`src/rtl/rr_arb8_4src_pkg.sv`:
```
// Shared definitions for the 4-source round-robin byte arbiter.
// Provides source count, data and hold-counter widths, the FSM state type
// and a small one-hot helper used by the arbiter top.
package rr_arb8_4src_pkg;

   localparam int N_SRC  = 4;
   localparam int DATA_W = 8;
   localparam int HOLD_W = 4;

   typedef enum logic {
      ST_IDLE = 1'b0,
      ST_OWN  = 1'b1
   } state_t;

   function automatic logic [N_SRC-1:0] onehot4(input logic [1:0] idx);
      return 4'b0001 << idx;
   endfunction

endpackage

```
`src/rtl/mux8_4to1b.sv`:
```
// 8-bit 4:1 multiplexer shared by the four sources.
// Ports: i_a..i_d  data inputs (select 0..3)
//        i_sel     2-bit select
//        o_y       selected byte
module mux8_4to1b
   import rr_arb8_4src_pkg::*;
(
   input  logic [DATA_W-1:0] i_a,
   input  logic [DATA_W-1:0] i_b,
   input  logic [DATA_W-1:0] i_c,
   input  logic [DATA_W-1:0] i_d,
   input  logic [1:0]        i_sel,
   output logic [DATA_W-1:0] o_y
);

   always_comb begin
      o_y = i_a;
      case (i_sel)
         2'd0:    o_y = i_a;
         2'd1:    o_y = i_b;
         2'd2:    o_y = i_c;
         default: o_y = i_d;
      endcase
   end

endmodule

```
`src/rtl/rr_arb8_4src_pick4.sv`:
```
// Rotating-priority picker: scans i_ptr, i_ptr+1, i_ptr+2, i_ptr+3 (mod 4)
// and reports the first set request.
// Ports: i_req  request vector
//        i_ptr  highest-priority index
//        o_any  at least one request set
//        o_idx  winning index (i_ptr when nothing is requested)
module rr_pick4
   import rr_arb8_4src_pkg::*;
(
   input  logic [N_SRC-1:0] i_req,
   input  logic [1:0]       i_ptr,
   output logic             o_any,
   output logic [1:0]       o_idx
);

   logic [1:0] w_scan;

   // Scan from the far end back toward i_ptr so the nearest hit wins.
   always_comb begin
      o_any  = |i_req;
      o_idx  = i_ptr;
      w_scan = i_ptr;
      for (int k = N_SRC - 1; k >= 0; k--) begin
         w_scan = i_ptr + 2'(k);
         if (i_req[w_scan]) o_idx = w_scan;
      end
   end

endmodule

```
`src/rtl/rr_arb8_4src.sv`:
```
// Round-robin arbiter sharing one 8-bit 4:1 mux among four sources, with a
// hold limit so a continuously requesting owner cannot starve the others.
//
//   state   | meaning
//   --------+------------------------------------------------------
//   ST_IDLE | no owner; grant=0, Sel keeps last owner
//   ST_OWN  | source Sel owns the mux; r_hold counts its tenure
//
// Ports: clk, rst (async, active-high)
//        req[3:0]   request per source
//        A,B,C,D    source 0..3 data
//        grant      registered one-hot grant, zero when idle
//        Sel        registered mux select (current or last owner)
//        F          registered output byte, trails grant by one cycle
//        valid      F holds data sampled from the owner
module rr_arb8_4src
   import rr_arb8_4src_pkg::*;
#(
   parameter int MAX_HOLD = 4
) (
   input  logic              clk,
   input  logic              rst,
   input  logic [N_SRC-1:0]  req,
   input  logic [DATA_W-1:0] A,
   input  logic [DATA_W-1:0] B,
   input  logic [DATA_W-1:0] C,
   input  logic [DATA_W-1:0] D,
   output logic [N_SRC-1:0]  grant,
   output logic [1:0]        Sel,
   output logic [DATA_W-1:0] F,
   output logic              valid
);

   state_t              r_state;
   logic [1:0]          r_ptr;
   logic [HOLD_W-1:0]   r_hold;
   logic [N_SRC-1:0]    r_grant;
   logic [1:0]          r_sel;
   logic [DATA_W-1:0]   r_f;
   logic                r_valid;

   logic [DATA_W-1:0]   w_mux;
   logic [1:0]          w_pick_ptr;
   logic                w_any;
   logic [1:0]          w_idx;
   logic                w_own_req;
   logic                w_others;
   logic                w_at_limit;

   // While owning, the next candidate is always searched from owner+1;
   // the owner's own bit is naturally scanned last.
   assign w_pick_ptr = (r_state == ST_OWN) ? r_sel + 2'd1 : r_ptr;
   assign w_own_req  = req[r_sel];
   assign w_others   = |(req & ~onehot4(r_sel));
   assign w_at_limit = (r_hold == HOLD_W'(MAX_HOLD));

   rr_pick4 u_pick (
      .i_req (req),
      .i_ptr (w_pick_ptr),
      .o_any (w_any),
      .o_idx (w_idx)
   );

   mux8_4to1b u_mux (
      .i_a   (A),
      .i_b   (B),
      .i_c   (C),
      .i_d   (D),
      .i_sel (r_sel),
      .o_y   (w_mux)
   );

   always_ff @(posedge clk or posedge rst) begin
      if (rst) begin
         r_state <= ST_IDLE;
         r_ptr   <= '0;
         r_hold  <= '0;
         r_grant <= '0;
         r_sel   <= '0;
         r_f     <= '0;
         r_valid <= 1'b0;
      end else begin
         // F only tracks the mux while someone owns it, so it holds after valid drops.
         if (|r_grant) r_f <= w_mux;
         r_valid <= |r_grant;

         case (r_state)
            ST_IDLE: begin
               if (w_any) begin
                  r_grant <= onehot4(w_idx);
                  r_sel   <= w_idx;
                  r_hold  <= HOLD_W'(1);
                  r_state <= ST_OWN;
               end
            end
            ST_OWN: begin
               if (!w_own_req) begin
                  r_ptr <= r_sel + 2'd1;
                  if (w_any) begin
                     r_grant <= onehot4(w_idx);
                     r_sel   <= w_idx;
                     r_hold  <= HOLD_W'(1);
                  end else begin
                     r_grant <= '0;
                     r_hold  <= '0;
                     r_state <= ST_IDLE;
                  end
               end else if (w_at_limit && w_others) begin
                  r_ptr   <= r_sel + 2'd1;
                  r_grant <= onehot4(w_idx);
                  r_sel   <= w_idx;
                  r_hold  <= HOLD_W'(1);
               end else if (!w_at_limit) begin
                  r_hold <= r_hold + HOLD_W'(1);
               end
            end
            default: r_state <= ST_IDLE;
         endcase
      end
   end

   assign grant = r_grant;
   assign Sel   = r_sel;
   assign F     = r_f;
   assign valid = r_valid;

endmodule
```
`config.mk`:
```
export PLATFORM = sky130hd
export DESIGN_NAME = rr_arb8_4src
export DESIGN_NICKNAME = d
export VERILOG_FILES = /design/src/rtl/rr_arb8_4src_pkg.sv /design/src/rtl/mux8_4to1b.sv /design/src/rtl/rr_arb8_4src_pick4.sv /design/src/rtl/rr_arb8_4src.sv
export SDC_FILE = /design/constraint.sdc
export NUM_CORES = 1
export LEC_CHECK = 0
export ABC_AREA = 1
export CAP_MARGIN = 15
export CORE_ASPECT_RATIO = 0.7
export CORE_MARGIN = 3
export CORE_UTILIZATION = 41
export CTS_CLUSTER_SIZE = 8
export DETAILED_ROUTE_END_ITERATION = 8
export GPL_TIMING_DRIVEN = 0
export HOLD_SLACK_MARGIN = 0.1
export PLACE_DENSITY = 0.76
export SYNTH_ARGS = -nofsm -noshare
export SYNTH_HDL_FRONTEND = slang
export SYNTH_SLANG_ARGS = --single-unit
```
`constraint.sdc`:
```
create_clock -name clk -period 1.9 [get_ports clk]
set_input_delay 0.285 -clock clk [delete_from_list [all_inputs] [get_ports clk]]
set_output_delay 0.285 -clock clk [all_outputs]
set_load 0.1 [all_outputs]
```
After elaboration in Yosys (flattened, before gate mapping)

Cells that the tools add are included.

Register bits after elaboration: 22
Input bits: 38
Output and inout port bits: 15
Logic and storage cells: 73

$add $sub $neg: 5
Magnitude comparators: 5
Equality and inequality tests: 7
Shifts and indexed selects: 2
Multiplexer cells: 36
Bitwise gates (word level): 3
Reductions and logical operators: 8

Operator list:

| operator            | number |
|---|---|
| $mux 4              | 8 |
| $pmux 8 s3          | 1 |
| $mux 2              | 10 |
| $pmux 4 s2          | 2 |
| $lt 2x3->1 const B  | 5 |
| $reduce_or 4->1     | 3 |
| $bmux 1 s2          | 5 |
| $mux 1              | 8 |
| $shl 1x2->4 const A | 2 |
| $reduce_and 2->1    | 3 |
| $add 2x1->2 const B | 2 |
| $add 2x2->2 const B | 2 |
| $add 4x1->4 const B | 1 |
| $and 4x4->4         | 1 |
| $eq 4x3->1 const B  | 1 |
| $ne 2x1->1 const B  | 2 |
| $ne 4x3->1 const B  | 1 |
| $not 4->4           | 1 |
| $pmux 2 s2          | 1 |
| $ne 3x2->1 const B  | 1 |
| $eq 2x1->1 const B  | 1 |
| $eq 2x2->1 const B  | 1 |
| $logic_not 2->1     | 1 |
| $pmux 1 s2          | 1 |
| 2 further kinds     | 2 |

Depth between registers and ports, before layout

Word-level depth: 13
Mapped depth: 17

Modules after synthesis

Synthesis repeated with hierarchy kept, for this count alone.

Cell total of the unflattened synthesis: 232
Area, all modules: 1689.1 um^2

By module, submodules not included:

| module       | instances | cells each | area each (um^2) |
|---|---|---|---|
| rr_arb8_4src | 1         | 135        | 1207.4 |
| mux8_4to1b   | 1         | 47         | 264.0 |
| rr_pick4     | 1         | 50         | 217.7 |

Worst setup path after synthesis

Ideal clock, no wire load.

Kind: reg2reg
Start point: register r_sel[0], in the netlist Sel[0]
End point: register r_grant[1], in the netlist grant[1]
Arrival: 2560 ps
Slack: -727 ps
Stages on the path, launching flop included: 18
Period minus slack after synthesis: 2627 ps
Cell sequence: dfrtp_1 -> inv_1 -> ha_1 -> inv_1 -> nand2_1 -> nand2_1 -> nand2_1 -> nand2_2 -> nand2_2 -> nand2_1 -> inv_1 -> nand2_1 -> nand2_1 -> nand2_2 -> nand2_1 -> nor2_1 -> nand2_1 -> nand2_1

Longest elaborated chain between the ends: 13
Elaborated cells on any way between the ends: 32

Ends and longest elaborated chain:

| item                             | RTL line                                | text |
|---|---|---|
| start, declared                  | rr_arb8_4src.sv:38                      | `logic [1:0] r_sel;` |
| start signal, assigned           | rr_arb8_4src.sv:91                      | `r_sel <= w_idx;` |
| start signal, assigned           | rr_arb8_4src.sv:101                     | `r_sel <= w_idx;` |
| start signal, assigned           | rr_arb8_4src.sv:111                     | `r_sel <= w_idx;` |
| $add 2x1->2                      | rr_arb8_4src.sv:52                      | `assign w_pick_ptr = (r_state == ST_OWN) ? r_sel + 2'd1 : r_ptr;` |
| $mux 2                           | rr_arb8_4src.sv:52                      |  |
| $add 2x2->2                      | rr_arb8_4src_pick4.sv:24                | `w_scan = i_ptr + 2'(k);` |
| $bmux 1 s2                       | rr_arb8_4src_pick4.sv:25                | `if (i_req[w_scan]) o_idx = w_scan;` |
| $mux 1 (not written as such)     | rr_arb8_4src_pick4.sv:25                |  |
| $mux 2 (4 in a row)              | rr_arb8_4src_pick4.sv:25                |  |
| $shl 1x2->4                      | rr_arb8_4src_pkg.sv:16                  | `return 4'b0001 << idx;` |
| $mux 4, on equally long branches | rr_arb8_4src.sv:99, rr_arb8_4src.sv:108 |  |
| $mux 4                           | rr_arb8_4src.sv:97                      | `if (!w_own_req) begin` |
| $pmux 4 s2                       | rr_arb8_4src.sv:87                      | `case (r_state)` |
| end signal, assigned             | rr_arb8_4src.sv:90                      | `r_grant <= onehot4(w_idx);` |
| end signal, assigned             | rr_arb8_4src.sv:100                     | `r_grant <= onehot4(w_idx);` |
| end signal, assigned             | rr_arb8_4src.sv:110                     | `r_grant <= onehot4(w_idx);` |
| end, declared                    | rr_arb8_4src.sv:37                      | `logic [N_SRC-1:0] r_grant;` |

Parallel ways exist; a longest one is shown, timed or not. The select of a mux whose other input is x is not followed.
A chain may end at the register's enable or synchronous reset.

Final worst setup path

Start point: register r_sel[0], in the netlist Sel[0]
End point: register r_grant[0], in the netlist grant[0]

Same word-level chain as after synthesis.

==> flow_metrics.env <==
export IMPL_status="complete, but fails checks"
export IMPL_violations="setup timing"
export IMPL_netlist_top_cells_count="115 x nand2_1, 22 x dfrtp_1, 20 x inv_1, 19 x nand3_1, 15 x nor2_1"
export IMPL_clock_path_buffers=2
export IMPL_synth_top_area_share_pct=35.1
export IMPL_synth_edff_count=0
export IMPL_grt_antenna_before_repair=0
export IMPL_syn_inst=243
export IMPL_cp_max_fo=9
export IMPL_ys_warn_count=0
export IMPL_worstPathArrival_ps=2170
export IMPL_hold_viol=0
export IMPL_nets=357
export IMPL_r2r_setup_slack_ps=-60
export IMPL_fin_ws_ps=-58.9
export IMPL_synth_cell_types=26
export IMPL_startpoint_type="flop"
export IMPL_seq_area_sq_um=564
export IMPL_synth_top_flop_cell="dfrtp_1"
export IMPL_io_pins=53
export IMPL_wire_per_inst_um=13.3
export IMPL_skew_ps=4.94
export IMPL_syn_area_per_cell_sq_um=6.46
export IMPL_design_core_area_sq_um=3600
export IMPL_postRouteAntennaNets=0
export IMPL_via_per_inst=5.01
export IMPL_path_cells="buf_4 -> ha_1 -> buf_4 -> o22ai_2 -> o21ai_1 -> nand2_1 -> nand2_2 -> a21oi_4 -> nand2_1 -> nand2_1"
export IMPL_cts_tree="built"
export IMPL_die_area_sq_um=4620
export IMPL_drc=0
export IMPL_crit_type="reg -> reg"
export IMPL_yosys_area_top_type="dfrtp_1"
export IMPL_synth_cell_area_sq_um=1570
export IMPL_root_buffer="clkbuf_8"
export IMPL_critPathSlowestCell="dfrtp_4"
export IMPL_track_usage_pct=20.8
export IMPL_io_buffers=52
export IMPL_grt_pass1_wl_um=7530
export IMPL_post_place_ws_ps=-144
export IMPL_setup_viol=8
export IMPL_drt_iter0_markers=160
export IMPL_cts_made_buffers=3
export IMPL_die_h_um=57.8
export IMPL_place_hpwl_um=3440
export IMPL_nFillCells=316
export IMPL_timing_hold_ws_ps=477
export IMPL_start_util_pct=43.5
export IMPL_ff2ff_path_depth=10
export IMPL_syn_to_final_growth_pct=56.5
export IMPL_drive_above_1_share_pct=22.4
export IMPL_n_antenna_cell=0
export IMPL_synth_nets=287
export IMPL_totalWireLength_um=4800
export IMPL_hp_class="in -> async"
export IMPL_grt_pass1_vias=1618
export IMPL_grt_remaining_overflow=0
export IMPL_maxSlewHeadroom_pct=34.7
export IMPL_finalSetupTns_ps=-243
export IMPL_max_stage_delay_ps=510
export IMPL_vias=1813
export IMPL_clk_pin_slew_ps=80
export IMPL_min_period_over_period_pct=103
export IMPL_gp_congestion=0.840
export IMPL_cap_violations=0
export IMPL_firstDrtPassIters=4
export IMPL_report_final_slew_viol_count=0
export IMPL_clock_latency_ps=260
export IMPL_yosysMostFrequentCell="nand2_1"
export IMPL_clkSinkCount=22
export IMPL_critical_path_required_ps=2110
export IMPL_ys_seq_area_share_pct=35.1
export IMPL_cp_end_kind="flop"
export IMPL_multi_input_area_sq_um=1030
export IMPL_cp_common_cell="nand2_1"
export IMPL_layout_min_cycle_time_ps=1960
export IMPL_grt_start_max_net_pins=23
export IMPL_synthArstFlopShare_pct=100
export IMPL_die_w_um=79.9
export IMPL_rows=18
export IMPL_h_tree_depth=1
export IMPL_tightest_slew_ps=984
export IMPL_rsz0062_at_grt="true"
export IMPL_ys_ff_latch=22
export IMPL_ys_top_cells_by_area="dfrtp_1 35%, nand2_1 28%, nand3_1 6.1%, ha_1 4.8%, inv_1 4.8%"
export IMPL_clock_fmax_ghz=0.510
==> per-stage QoR <==
stage / area (sq um) / std cells / util [%]
after detailed placement: 2180 / 345 / 60.6
after global routing: 2460 / 362 / 68.2
after CTS: 2340 / 356 / 64.9
after global placement: 2180 / 345 / 60.6
after floorplan: 1600 / 243 / -
final: 2460 / 362 / 68.2
==> area by class of cell <==
type	instances	share of cell area [%]
Buffer	4	0.968
Tap cell	50	2.55
Sequential cell	22	23.0
Clock inverter	1	1.22
Inverter	22	3.57
Timing Repair Buffer	66	24.9
Multi-Input combinational cell	194	42.1
Clock buffer	3	1.68
==> placed cells by master, fill, tap and decap left out, drive strengths merged, types with 2 or more instances in the layout <==
cell,n
a21oi,2
a31oi,8
buf,17
clkbuf,4
clkdlybuf4s50,37
dfrtp,22
dlygate4sd2,14
ha,6
inv,22
nand2,125
nand3,19
nor2,15
o21ai,7
o22ai,3
==> path summary, 6_finish.rpt <==
kind,startpoint,endpoint
max,Sel[0],grant[0]
min,rst,F[6]
max reg2reg,Sel[0],grant[0]
min reg2reg,grant[3],grant[3]
max in group asynchronous,rst,Sel[0]
min in group clk,grant[3],grant[3]
==> sequential cells by signal, summed over array words and instances, names as in the netlist <==
register,count
grant,4
F,8
r_hold,4
Sel,2
r_ptr,2
valid,1
r_state,1
==> logic make-up after synthesis <==
family                     share of synthesized area (%)
buffers and inverters                               7.02
DFF                                                 35.1
AOI/OAI and AO/OA                                   10.0
adders and majority gates                           4.78
and+or+nand+nor                                     43.1
==> critical path, delay by kind of cell, from the launching register on <==
family / cells / cell delay, ps
DFF: 1 / 510
buffers and inverters: 2 / 330
adders and majority gates: 1 / 190
and+or+nand+nor: 4 / 420
AOI/OAI and AO/OA: 3 / 430
==> layer usage <==
layer	global-route usage, %	routed length [um]
met4	3.86	47
met2	31.7	2190
met3	4.97	371
met1	30.5	2190
met5	0	0
==> timing repair <==
| action | CTS | global route |
|---|---|---|
| gates resized for setup | 30 | 22 |
| pin swaps | 10 | 10 |
| gates cloned | 0 | 1 |
| hold buffers | 0 | 0 |
| buffers inserted | 8 | 6 |
| endpoints found under the setup margin | 24 | 15 |
Power is not shown: default switching activity piles up to over one toggle a cycle in this logic, so the estimate is an artifact.
